`src/rtl/coriolis_fpmul_rr_arbiter_if.sv`:
```
// rtl/coriolis_fpmul_rr_arbiter_if.sv - requester, multiplier and result bus between kernel leaves and the shared FP multiplier
//
// Signal groups:
//   requester side : req_valid/req_ready/req_x/req_y (NREQ lanes, operands packed lane i at [i*STREAMW +: STREAMW])
//   multiplier side: mul_x/mul_y/mul_stall out to the multiplier, mul_r back
//   result side    : out1_s0 common data bus, ovalid one-hot destination, oready per requester
//   status         : busy
// Modports: slave = arbiter view, master = environment (requesters + multiplier) view.
interface coriolis_fpmul_rr_arbiter_if #(
    parameter int NREQ    = 4,
    parameter int STREAMW = 34
);
    logic [NREQ-1:0]         req_valid;
    logic [NREQ-1:0]         req_ready;
    logic [NREQ*STREAMW-1:0] req_x;
    logic [NREQ*STREAMW-1:0] req_y;
    logic [STREAMW-1:0]      mul_x;
    logic [STREAMW-1:0]      mul_y;
    logic                    mul_stall;
    logic [STREAMW-1:0]      mul_r;
    logic [STREAMW-1:0]      out1_s0;
    logic [NREQ-1:0]         ovalid;
    logic [NREQ-1:0]         oready;
    logic                    busy;

    modport slave (
        input  req_valid, req_x, req_y, mul_r, oready,
        output req_ready, mul_x, mul_y, mul_stall, out1_s0, ovalid, busy
    );

    modport master (
        output req_valid, req_x, req_y, mul_r, oready,
        input  req_ready, mul_x, mul_y, mul_stall, out1_s0, ovalid, busy
    );
endinterface

```
`src/rtl/coriolis_fpmul_rr_arbiter.sv`:
```
// rtl/coriolis_fpmul_rr_arbiter.sv - round-robin sharing of one pipelined FloPoCo FP multiplier among NREQ requesters
//
// Ports:
//   clk  : clock
//   rst  : asynchronous reset, active-high
//   bus  : coriolis_fpmul_rr_arbiter_if.slave
//          req_valid/req_ready/req_x/req_y  requester operand streams
//          mul_x/mul_y/mul_stall/mul_r      shared multiplier (latency LAT)
//          out1_s0/ovalid/oready            registered result, one-hot destination
//          busy                             any tag in flight or result held
//
// A shadow pipeline of {v, id} tags, LAT deep, tracks each operation through
// the multiplier so the result can be steered back to its requester. Tag pipe,
// multiplier and output register all freeze together while the held result
// is not accepted, so results leave strictly in acceptance order.
module coriolis_fpmul_rr_arbiter #(
    parameter int              STREAMW   = 34,
    parameter int              NREQ      = 4,
    parameter int              IDW       = 2,
    parameter int              LAT       = 3,
    parameter bit              USE_CONST = 1'b0,
    parameter logic [STREAMW-1:0] CONST_Y = 34'h1bd80ae10
) (
    input logic                        clk,
    input logic                        rst,
    coriolis_fpmul_rr_arbiter_if.slave bus
);

    typedef struct packed {
        logic           v;
        logic [IDW-1:0] id;
    } tag_t;

    tag_t               tag_q [LAT];
    logic               out_vld;
    logic [IDW-1:0]     out_id;
    logic [STREAMW-1:0] out_data;
    logic [IDW-1:0]     rr_ptr;

    logic               stall;
    logic [NREQ-1:0]    grant;
    logic [IDW-1:0]     grant_id;
    logic               grant_any;
    logic [STREAMW-1:0] mul_x_c;
    logic [STREAMW-1:0] mul_y_c;
    logic [NREQ-1:0]    ovalid_c;
    logic               tags_busy;

    // The only thing that can stop the pipe is a held result nobody takes.
    assign stall = out_vld & ~bus.oready[out_id];

    // Round-robin search starting just after the last accepted requester.
    // Grant is only ever raised on a valid lane, so grant == accept.
    always_comb begin
        int idx;
        idx       = 0;
        grant     = '0;
        grant_id  = '0;
        grant_any = 1'b0;
        if (!stall) begin
            for (int k = 1; k <= NREQ; k++) begin
                idx = (int'(rr_ptr) + k) % NREQ;
                if (!grant_any && bus.req_valid[idx]) begin
                    grant_any  = 1'b1;
                    grant[idx] = 1'b1;
                    grant_id   = IDW'(idx);
                end
            end
        end
    end

    always_comb begin
        mul_x_c = '0;
        mul_y_c = '0;
        for (int i = 0; i < NREQ; i++) begin
            if (grant[i]) begin
                mul_x_c = bus.req_x[i*STREAMW +: STREAMW];
                mul_y_c = USE_CONST ? CONST_Y : bus.req_y[i*STREAMW +: STREAMW];
            end
        end
    end

    always_ff @(posedge clk or posedge rst) begin
        if (rst) begin
            rr_ptr   <= IDW'(NREQ - 1);
            for (int s = 0; s < LAT; s++) begin
                tag_q[s] <= '0;
            end
            out_vld  <= 1'b0;
            out_id   <= '0;
            out_data <= '0;
        end else if (!stall) begin
            if (grant_any) begin
                rr_ptr <= grant_id;
            end
            tag_q[0] <= {grant_any, grant_id};
            for (int s = 1; s < LAT; s++) begin
                tag_q[s] <= tag_q[s-1];
            end
            out_vld <= tag_q[LAT-1].v;
            out_id  <= tag_q[LAT-1].id;
            // Bubbles leave the last result on the bus untouched.
            if (tag_q[LAT-1].v) begin
                out_data <= bus.mul_r;
            end
        end
    end

    always_comb begin
        ovalid_c = '0;
        if (out_vld) begin
            ovalid_c[out_id] = 1'b1;
        end
    end

    always_comb begin
        tags_busy = 1'b0;
        for (int s = 0; s < LAT; s++) begin
            tags_busy = tags_busy | tag_q[s].v;
        end
    end

    assign bus.req_ready = grant;
    assign bus.mul_x     = mul_x_c;
    assign bus.mul_y     = mul_y_c;
    assign bus.mul_stall = stall;
    assign bus.out1_s0   = out_data;
    assign bus.ovalid    = ovalid_c;
    assign bus.busy      = tags_busy | out_vld;

endmodule

```
`src/flat_wrapper.sv`:
```
// flat-port wrapper written by rule: the top's interface ports become plain ports
module coriolis_fpmul_rr_arbiter_flat 
#(
    parameter int              STREAMW   = 34,
    parameter int              NREQ      = 4,
    parameter int              IDW       = 2,
    parameter int              LAT       = 3,
    parameter bit              USE_CONST = 1'b0,
    parameter logic [STREAMW-1:0] CONST_Y = 34'h1bd80ae10
)
  (clk, rst, bus_req_valid, bus_req_x, bus_req_y, bus_mul_r, bus_oready, bus_req_ready, bus_mul_x, bus_mul_y, bus_mul_stall, bus_out1_s0, bus_ovalid, bus_busy);
  coriolis_fpmul_rr_arbiter_if #(.NREQ(NREQ), .STREAMW(STREAMW)) bus_i ();
  input logic clk;
  input logic rst;
  input wire logic [$bits(bus_i.req_valid)-1:0] bus_req_valid;
  input wire logic [$bits(bus_i.req_x)-1:0] bus_req_x;
  input wire logic [$bits(bus_i.req_y)-1:0] bus_req_y;
  input wire logic [$bits(bus_i.mul_r)-1:0] bus_mul_r;
  input wire logic [$bits(bus_i.oready)-1:0] bus_oready;
  output wire logic [$bits(bus_i.req_ready)-1:0] bus_req_ready;
  output wire logic [$bits(bus_i.mul_x)-1:0] bus_mul_x;
  output wire logic [$bits(bus_i.mul_y)-1:0] bus_mul_y;
  output wire logic [$bits(bus_i.mul_stall)-1:0] bus_mul_stall;
  output wire logic [$bits(bus_i.out1_s0)-1:0] bus_out1_s0;
  output wire logic [$bits(bus_i.ovalid)-1:0] bus_ovalid;
  output wire logic [$bits(bus_i.busy)-1:0] bus_busy;
  assign bus_i.req_valid = bus_req_valid;
  assign bus_i.req_x = bus_req_x;
  assign bus_i.req_y = bus_req_y;
  assign bus_i.mul_r = bus_mul_r;
  assign bus_i.oready = bus_oready;
  assign bus_req_ready = bus_i.req_ready;
  assign bus_mul_x = bus_i.mul_x;
  assign bus_mul_y = bus_i.mul_y;
  assign bus_mul_stall = bus_i.mul_stall;
  assign bus_out1_s0 = bus_i.out1_s0;
  assign bus_ovalid = bus_i.ovalid;
  assign bus_busy = bus_i.busy;
  coriolis_fpmul_rr_arbiter #(.STREAMW(STREAMW), .NREQ(NREQ), .IDW(IDW), .LAT(LAT), .USE_CONST(USE_CONST), .CONST_Y(CONST_Y)) u_core (.clk(clk), .rst(rst), .bus(bus_i));
endmodule
```
`config.mk`:
```
export PLATFORM = sky130hd
export DESIGN_NAME = coriolis_fpmul_rr_arbiter_flat
export DESIGN_NICKNAME = d
export VERILOG_FILES = /design/src/rtl/coriolis_fpmul_rr_arbiter_if.sv /design/src/rtl/coriolis_fpmul_rr_arbiter.sv /design/src/flat_wrapper.sv
export SDC_FILE = /design/constraint.sdc
export NUM_CORES = 1
export LEC_CHECK = 0
export ABC_AREA = 1
export BUFFER_PORTS_ARGS = -buffer_cell sky130_fd_sc_hd__buf_2
export CAP_MARGIN = 20
export CORE_AREA = 2 2 166 168
export DETAILED_ROUTE_END_ITERATION = 10
export DIE_AREA = 0 0 168 170
export PLACE_DENSITY = 0.6
export SYNTH_ARGS = -nofsm -noshare
export SYNTH_HDL_FRONTEND = slang
export SYNTH_SLANG_ARGS = --single-unit
```
`constraint.sdc`:
```
create_clock -name clk -period 5.8 [get_ports clk]
set_input_delay 0.87 -clock clk [delete_from_list [all_inputs] [get_ports clk]]
set_output_delay 0.87 -clock clk [all_outputs]
set_load 0.1 [all_outputs]
```
==> results of run 1 <==
## worst max-delay path: cells and delay by family, from the launching register on
family | cells | cell delay (ns)
flip-flops | 1 | 0.64
AND/OR/NAND/NOR | 7 | 1.89
buffers and inverters | 4 | 0.56
adder cells (fa/ha/maj) | 1 | 0.36
AO/OA/AOI/OAI | 1 | 0.33
## cells by family (layout without fill, tap and decap cells)
| kind of cell | after synthesis | in the layout | synth area share [%] |
|---|---|---|---|
| AND/OR/NAND/NOR | 632 | 632 | 46.9 |
| buffers and inverters | 242 | 607 | 17.1 |
| AO/OA/AOI/OAI | 86 | 86 | 7.67 |
| flip-flops | 48 | 48 | 20.2 |
| multiplexers | 34 | 34 | 6.43 |
| adder cells (fa/ha/maj) | 8 | 8 | 1.68 |
| other | 0 | 2 | 0 |
## cells in the mapped netlist
library cell and instances:
nand2_1 327, o21ai_0 58, o21ai_1 20, nand2_2 4
a31oi_1 1, nand4_2 1, nand3_1 149, ha_1 8
buf_1 5, nand4_1 71, a21oi_4 1, nor2_4 1
a21boi_1 2, a21boi_0 1, o311ai_0 1, buf_6 4
a21oi_1 1, mux2_2 34, o211ai_1 1, clkbuf_1 28
nor3_1 4, dfrtp_1 46, nor2_2 1, nor2_1 70
dfstp_2 2, buf_2 37, inv_2 3, nand3_2 4
buf_4 9, inv_1 156
## registers in the layout (all words and copies together) (netlist names)
name	flops
u_core.out_id	2
u_core.tag_q	9
u_core.bus.out1_s0	34
u_core.rr_ptr	2
u_core.out_vld	1
## cell type report
cell class	instances	area, um2	share of cell area (%)
inverter	159	597	6.30
clock buffer	5	125	1.32
timing repair buffer	440	3310	34.9
antenna	2	5.00	0.0528
clock inverter	3	46.3	0.488
tap	341	427	4.50
sequential	48	1200	12.7
multi-input combinational	760	3770	39.8
## routing by layer
metal | global-route usage, % | up-vias
li1 | - | 4079
met1 | 23.9 | 3761
met2 | 32.1 | 368
met3 | 2.28 | 60
met4 | 6.31 | 2
met5 | 0 | -
## metrics by stage
stage | hold WS [ns] | cell area (um2) | utilization, %
after floorplan | 0.442 | 5960 | -
after global placement | 0.455 | 9280 | 34.8
after detailed placement | 0.459 | 9280 | 34.8
after CTS | 0.476 | 9460 | 35.5
after global routing | 0.512 | 9480 | 35.6
final | 0.478 | 9480 | 35.6
## worst paths after layout
check,start,endpoint,cells past startpoint
max in group asynchronous,rst,u_core.rr_ptr[0]$_DFFE_PP1P_,3
worst min register to register,u_core.tag_q[0]$_DFFE_PP0N_,u_core.tag_q[0]$_DFFE_PP0N_,2
worst max register to register,u_core.out_id[1]$_DFFE_PP0N_,u_core.bus.out1_s0[25]$_DFFE_PP0P_,9
worst max-delay path,u_core.rr_ptr[0]$_DFFE_PP1P_,bus_mul_y[33],13
worst min-delay path,u_core.tag_q[0]$_DFFE_PP0N_,u_core.tag_q[0]$_DFFE_PP0N_,2
min in group asynchronous,rst,u_core.bus.out1_s0[14]$_DFFE_PP0P_,2
## cell usage in the layout (no fill, tap or decap), types with 2 or more instances in the layout
cell type and count:
a21boi_1 2, buf_12 72, buf_2 358, buf_4 10, clkbuf_16 5, dfrtp_1 46
dfstp_2 2, diode_2 2, ha_1 8, inv_1 155, inv_2 4, mux2_2 34
nand2_1 325, nand2_2 5, nand3_1 149, nand3_2 2, nand3_4 2, nand4_1 71
nor2_1 70, nor3_1 4, o21ai_0 58, o21ai_1 20
==> impl_metrics.json, run 1 <==
{
  "portBuffers": 427,
  "dieArea_um2": 28600,
  "worstPathRequired_ns": 4.93,
  "met3_length_um": 1830,
  "drcViolationCount": 0,
  "clk_path_buf_depth": 2,
  "clkLatencyLatePin_ns": 0.28,
  "setup_ws_ns": 0.744,
  "synthesis.nets": 1374,
  "fmax_mhz": 198,
  "io_pins": 428,
  "crit_path_max_fanout": 69,
  "finalSetupViolCount": 0,
  "pre_cts_ws_ns": 1.11,
  "htreeDepth": 2,
  "die_x_um": 168,
  "grt_max_degree": 84,
  "core_um2": 26700,
  "n_fill_cell": 2912,
  "dr.pass1.iters": 5,
  "synthesis.area_um2": 5960,
  "antenna_found_initial": 2,
  "grt_usage_pct": 18.5,
  "post-route-period-util_pct": 87.2,
  "overflow": 0,
  "r2r_slack_ns": 3.33,
  "drive_gt1_share_pct": 35.5,
  "hold_viol": 0,
  "start_kind": "flip-flop",
  "synth_cells": 1050,
  "yosysUniqueCellTypes": 30,
  "dp_cells": 1747,
  "yosys.area.top_type_share_pct": 20.6,
  "globalplace.congestion": 0.935,
  "drv_cap": 0,
  "drtAntennaViolNets": 0,
  "wl_met1_um": 11800,
  "outcome": "complete, no violations",
  "worstSetupPathType": "reg -> out",
  "dp_hpwl_um": 21500,
  "wirelength_um": 28300,
  "yosysTopAreaCell": "nand2_1",
  "finalNonFillerCells": 1758,
  "die_h_um": 170,
  "min_period_ns": 5.06,
  "postCtsSetupBuffers": 0,
  "ys_warn_count": 0,
  "met2_length_um": 13700,
  "synthTopCellsByArea": "nand2_1 21%, dfrtp_1 19%, nand3_1 13%, inv_1 9.8%, nand4_1 7.5%",
  "hold_buffers": 0,
  "ys_seq_area_share_pct": 20.2,
  "finalSetupTns_ns": 0,
  "vias": 8270,
  "cts_buffers": 5,
  "slowest_delay_ns": 0.73,
  "hp-class": "reg -> reg",
  "slew_viol_final": 0,
  "slowest_stage": "nand3_4",
  "highest_layer": "met5",
  "via_per_inst": 4.70,
  "first_global_vias": 7863,
  "synthToLayoutAreaGrowth_pct": 59.1,
  "grt_pass1_wl_um": 42800,
  "start_util_pct": 22.4,
  "wl_per_cell_um": 16.1,
  "tightest_slew_ns": 0.943,
  "arrival_ns": 4.19,
  "clk_pin_slew_ns": 0.07,
  "timing.slew.headroom_pct": 36.9,
  "endpoint_kind": "primary output",
  "cts_tree": "yes",
  "fp-row-count": 60,
  "syn_area_per_cell_um2": 5.67,
  "cts_root_buf": "clkbuf_16",
  "rsz0062_at_grt": "false",
  "ys_ff_latch": 48,
  "nNetsFinal": 1738,
  "cts_resized": 0,
  "cts_num_sinks": 48,
  "crit_path_cell_trace": "inv_2 > ha_1 > inv_1 > nand2_2 > nand2_2 > inv_1 > nand3_4 > nand3_4 > nand3_1 > nand2_1 > o21ai_0 > nand2_1 > buf_12",
  "finClkSkew_ns": 0.00246,
  "drtIter0Drc": 603
}
Power of run 1 is not shown: default switching activity piles up to over one toggle a cycle in this logic, so the estimate is an artifact.
==> run 2: changes to the inputs <==
- CORE_AREA: 2 2 166 168 -> 2 2 167 169
- DIE_AREA: 0 0 168 170 -> 0 0 169 171
- GPL_ROUTABILITY_DRIVEN: unset -> 1
- PLACE_DENSITY: 0.6 -> 0.61
- clock period: 5.8 -> 4.2 ns (I/O delays scaled with it)
==> impl_metrics.json, run 2 (same netlist as run 1, synthesis figures left out) <==
{
  "outcome": "complete, no violations",
  "io_pins": 428,
  "largest_register_ffs": 34,
  "hold_buffers": 0,
  "dp_hpwl_um": 21800,
  "grt_pass1_wl_um": 41700,
  "crit_path_max_fanout": 50,
  "wl_per_cell_um": 15.8,
  "drcViolationCount": 0,
  "wirelength_um": 28100,
  "n_fill_cell": 2975,
  "drive_gt1_share_pct": 36.1,
  "cp_top_family": "simple AND/OR/NAND/NOR gates",
  "slowest_stage": "dfstp_2",
  "finalSetupViolCount": 0,
  "portBuffers": 427,
  "hold_ws_ns": 0.258,
  "post-route-period-util_pct": 93.4,
  "min_period_ns": 3.92,
  "fp-row-count": 61,
  "cp_common_cell": "nand2_2",
  "drtAntennaViolNets": 0,
  "fin_area_um2": 9670,
  "arrival_ns": 3.29,
  "grt_usage_pct": 18.0,
  "die_x_um": 169,
  "slew_viol_final": 0,
  "nNetsFinal": 1752,
  "clk_pin_slew_ns": 0.07,
  "hp-class": "in -> async",
  "hold_viol": 0,
  "start_util_pct": 21.8,
  "drv_cap": 0,
  "fmax_mhz": 255,
  "via_per_inst": 4.65,
  "timing.slew.headroom_pct": 53.9,
  "cp.buffers_inverters": 5,
  "cts_tree": "yes",
  "htreeDepth": 2,
  "grt_max_degree": 79,
  "tightest_slew_ns": 0.692,
  "clk_path_buf_depth": 2,
  "final_cell_mix": "357 x buf_2, 325 x nand2_1, 155 x inv_1",
  "worstSetupPathType": "reg -> out",
  "worstPathRequired_ns": 3.57,
  "cts_root_buf": "clkbuf_16",
  "finClkSkew_ns": 0.00496,
  "dr.pass1.iters": 5,
  "slowest_delay_ns": 0.64,
  "drtIter0Drc": 526,
  "clkLatencyLatePin_ns": 0.28,
  "vias": 8259,
  "endpoint_kind": "primary output",
  "cts_num_sinks": 48,
  "first_global_vias": 7616,
  "synthToLayoutAreaGrowth_pct": 62.3,
  "globalplace.congestion": 0.894,
  "start_kind": "flip-flop",
  "core_um2": 27300,
  "placed_area_um2": 9450,
  "die_h_um": 171,
  "dieArea_um2": 28900,
  "cts_buffers": 5,
  "antenna_found_initial": 3,
  "rsz0062_at_grt": "true",
  "crit_path_cell_trace": "inv_2 > ha_1 > inv_1 > nand2_2 > nand2_2 > inv_1 > nand3_1 > nand4_4 > nand2_2 > buf_12 > nand2_1 > o21ai_0 > nand2_1 > buf_12",
  "final_common_cell": "buf_2",
  "overflow": 0
}
## run 2: cell type report
type	count	area, um2	share of cell area [%]
antenna	1	2.50	0.0259
clock buffer	5	125	1.29
clock inverter	3	47.5	0.492
inverter	159	597	6.17
multi-input combinational	760	3780	39.1
sequential	48	1200	12.5
tap	346	433	4.48
timing repair buffer	454	3480	36.0
## run 2: repair_timing
item                                    4_1_cts  5_1_grt
setup buffers                                 0        1
endpoints found under the setup margin        0       35
gates resized for setup                       0        8
## run 2: routing by layer
layer | GRT usage (%) | vias to the layer above | wire length, um
li1 | - | 4107 | -
met3 | 1.94 | 39 | 1850
met1 | 23.9 | 3736 | 11900
met4 | 4.31 | 2 | 578
met2 | 31.4 | 375 | 13800
met5 | 0 | - | 11
## run 2: worst reg2reg max path: cells and delay by family (launching register included)
| kind | cells | cell delay, ns |
|---|---|---|
| simple gates | 4 | 0.45 |
| mux | 1 | 0.41 |
| flops | 1 | 0.42 |
| buf+inv | 3 | 0.78 |
| compound gates | 1 | 0.24 |
## run 2: per-stage QoR
| stage | TNS [ns] | utilization (%) | instances | setup WS (ns) |
|---|---|---|---|---|
| floorplan | 0 | - | 1050 | 0.503 |
| global placement | 0 | 34.6 | 1765 | 0.390 |
| detailed placement | 0 | 34.6 | 1765 | 0.419 |
| CTS | 0 | 35.2 | 1773 | 0.107 |
| global route | -0.00704 | 35.4 | 1776 | -0.00704 |
| finish | 0 | 35.4 | 1776 | 0.275 |
## run 2: final timing paths
path                                         startpoint  cells after the start                            endpoint  slack [ns]
max reg2reg                u_core.out_id[1]$_DFFE_PP0N_                      9  u_core.bus.out1_s0[33]$_DFFE_PP0P_        1.78
min                                                 rst                      2   u_core.bus.out1_s0[9]$_DFFE_PP0P_        0.26
min reg2reg                 u_core.tag_q[0]$_DFFE_PP0N_                      2         u_core.tag_q[0]$_DFFE_PP0N_        0.47
min in group clk            u_core.tag_q[0]$_DFFE_PP0N_                      2         u_core.tag_q[0]$_DFFE_PP0N_        0.47
max in group asynchronous                           rst                      3        u_core.rr_ptr[0]$_DFFE_PP1P_        3.41
max                        u_core.rr_ptr[0]$_DFFE_PP1P_                     14                        bus_mul_x[8]        0.28
Power of run 2 is left out for the same reason.
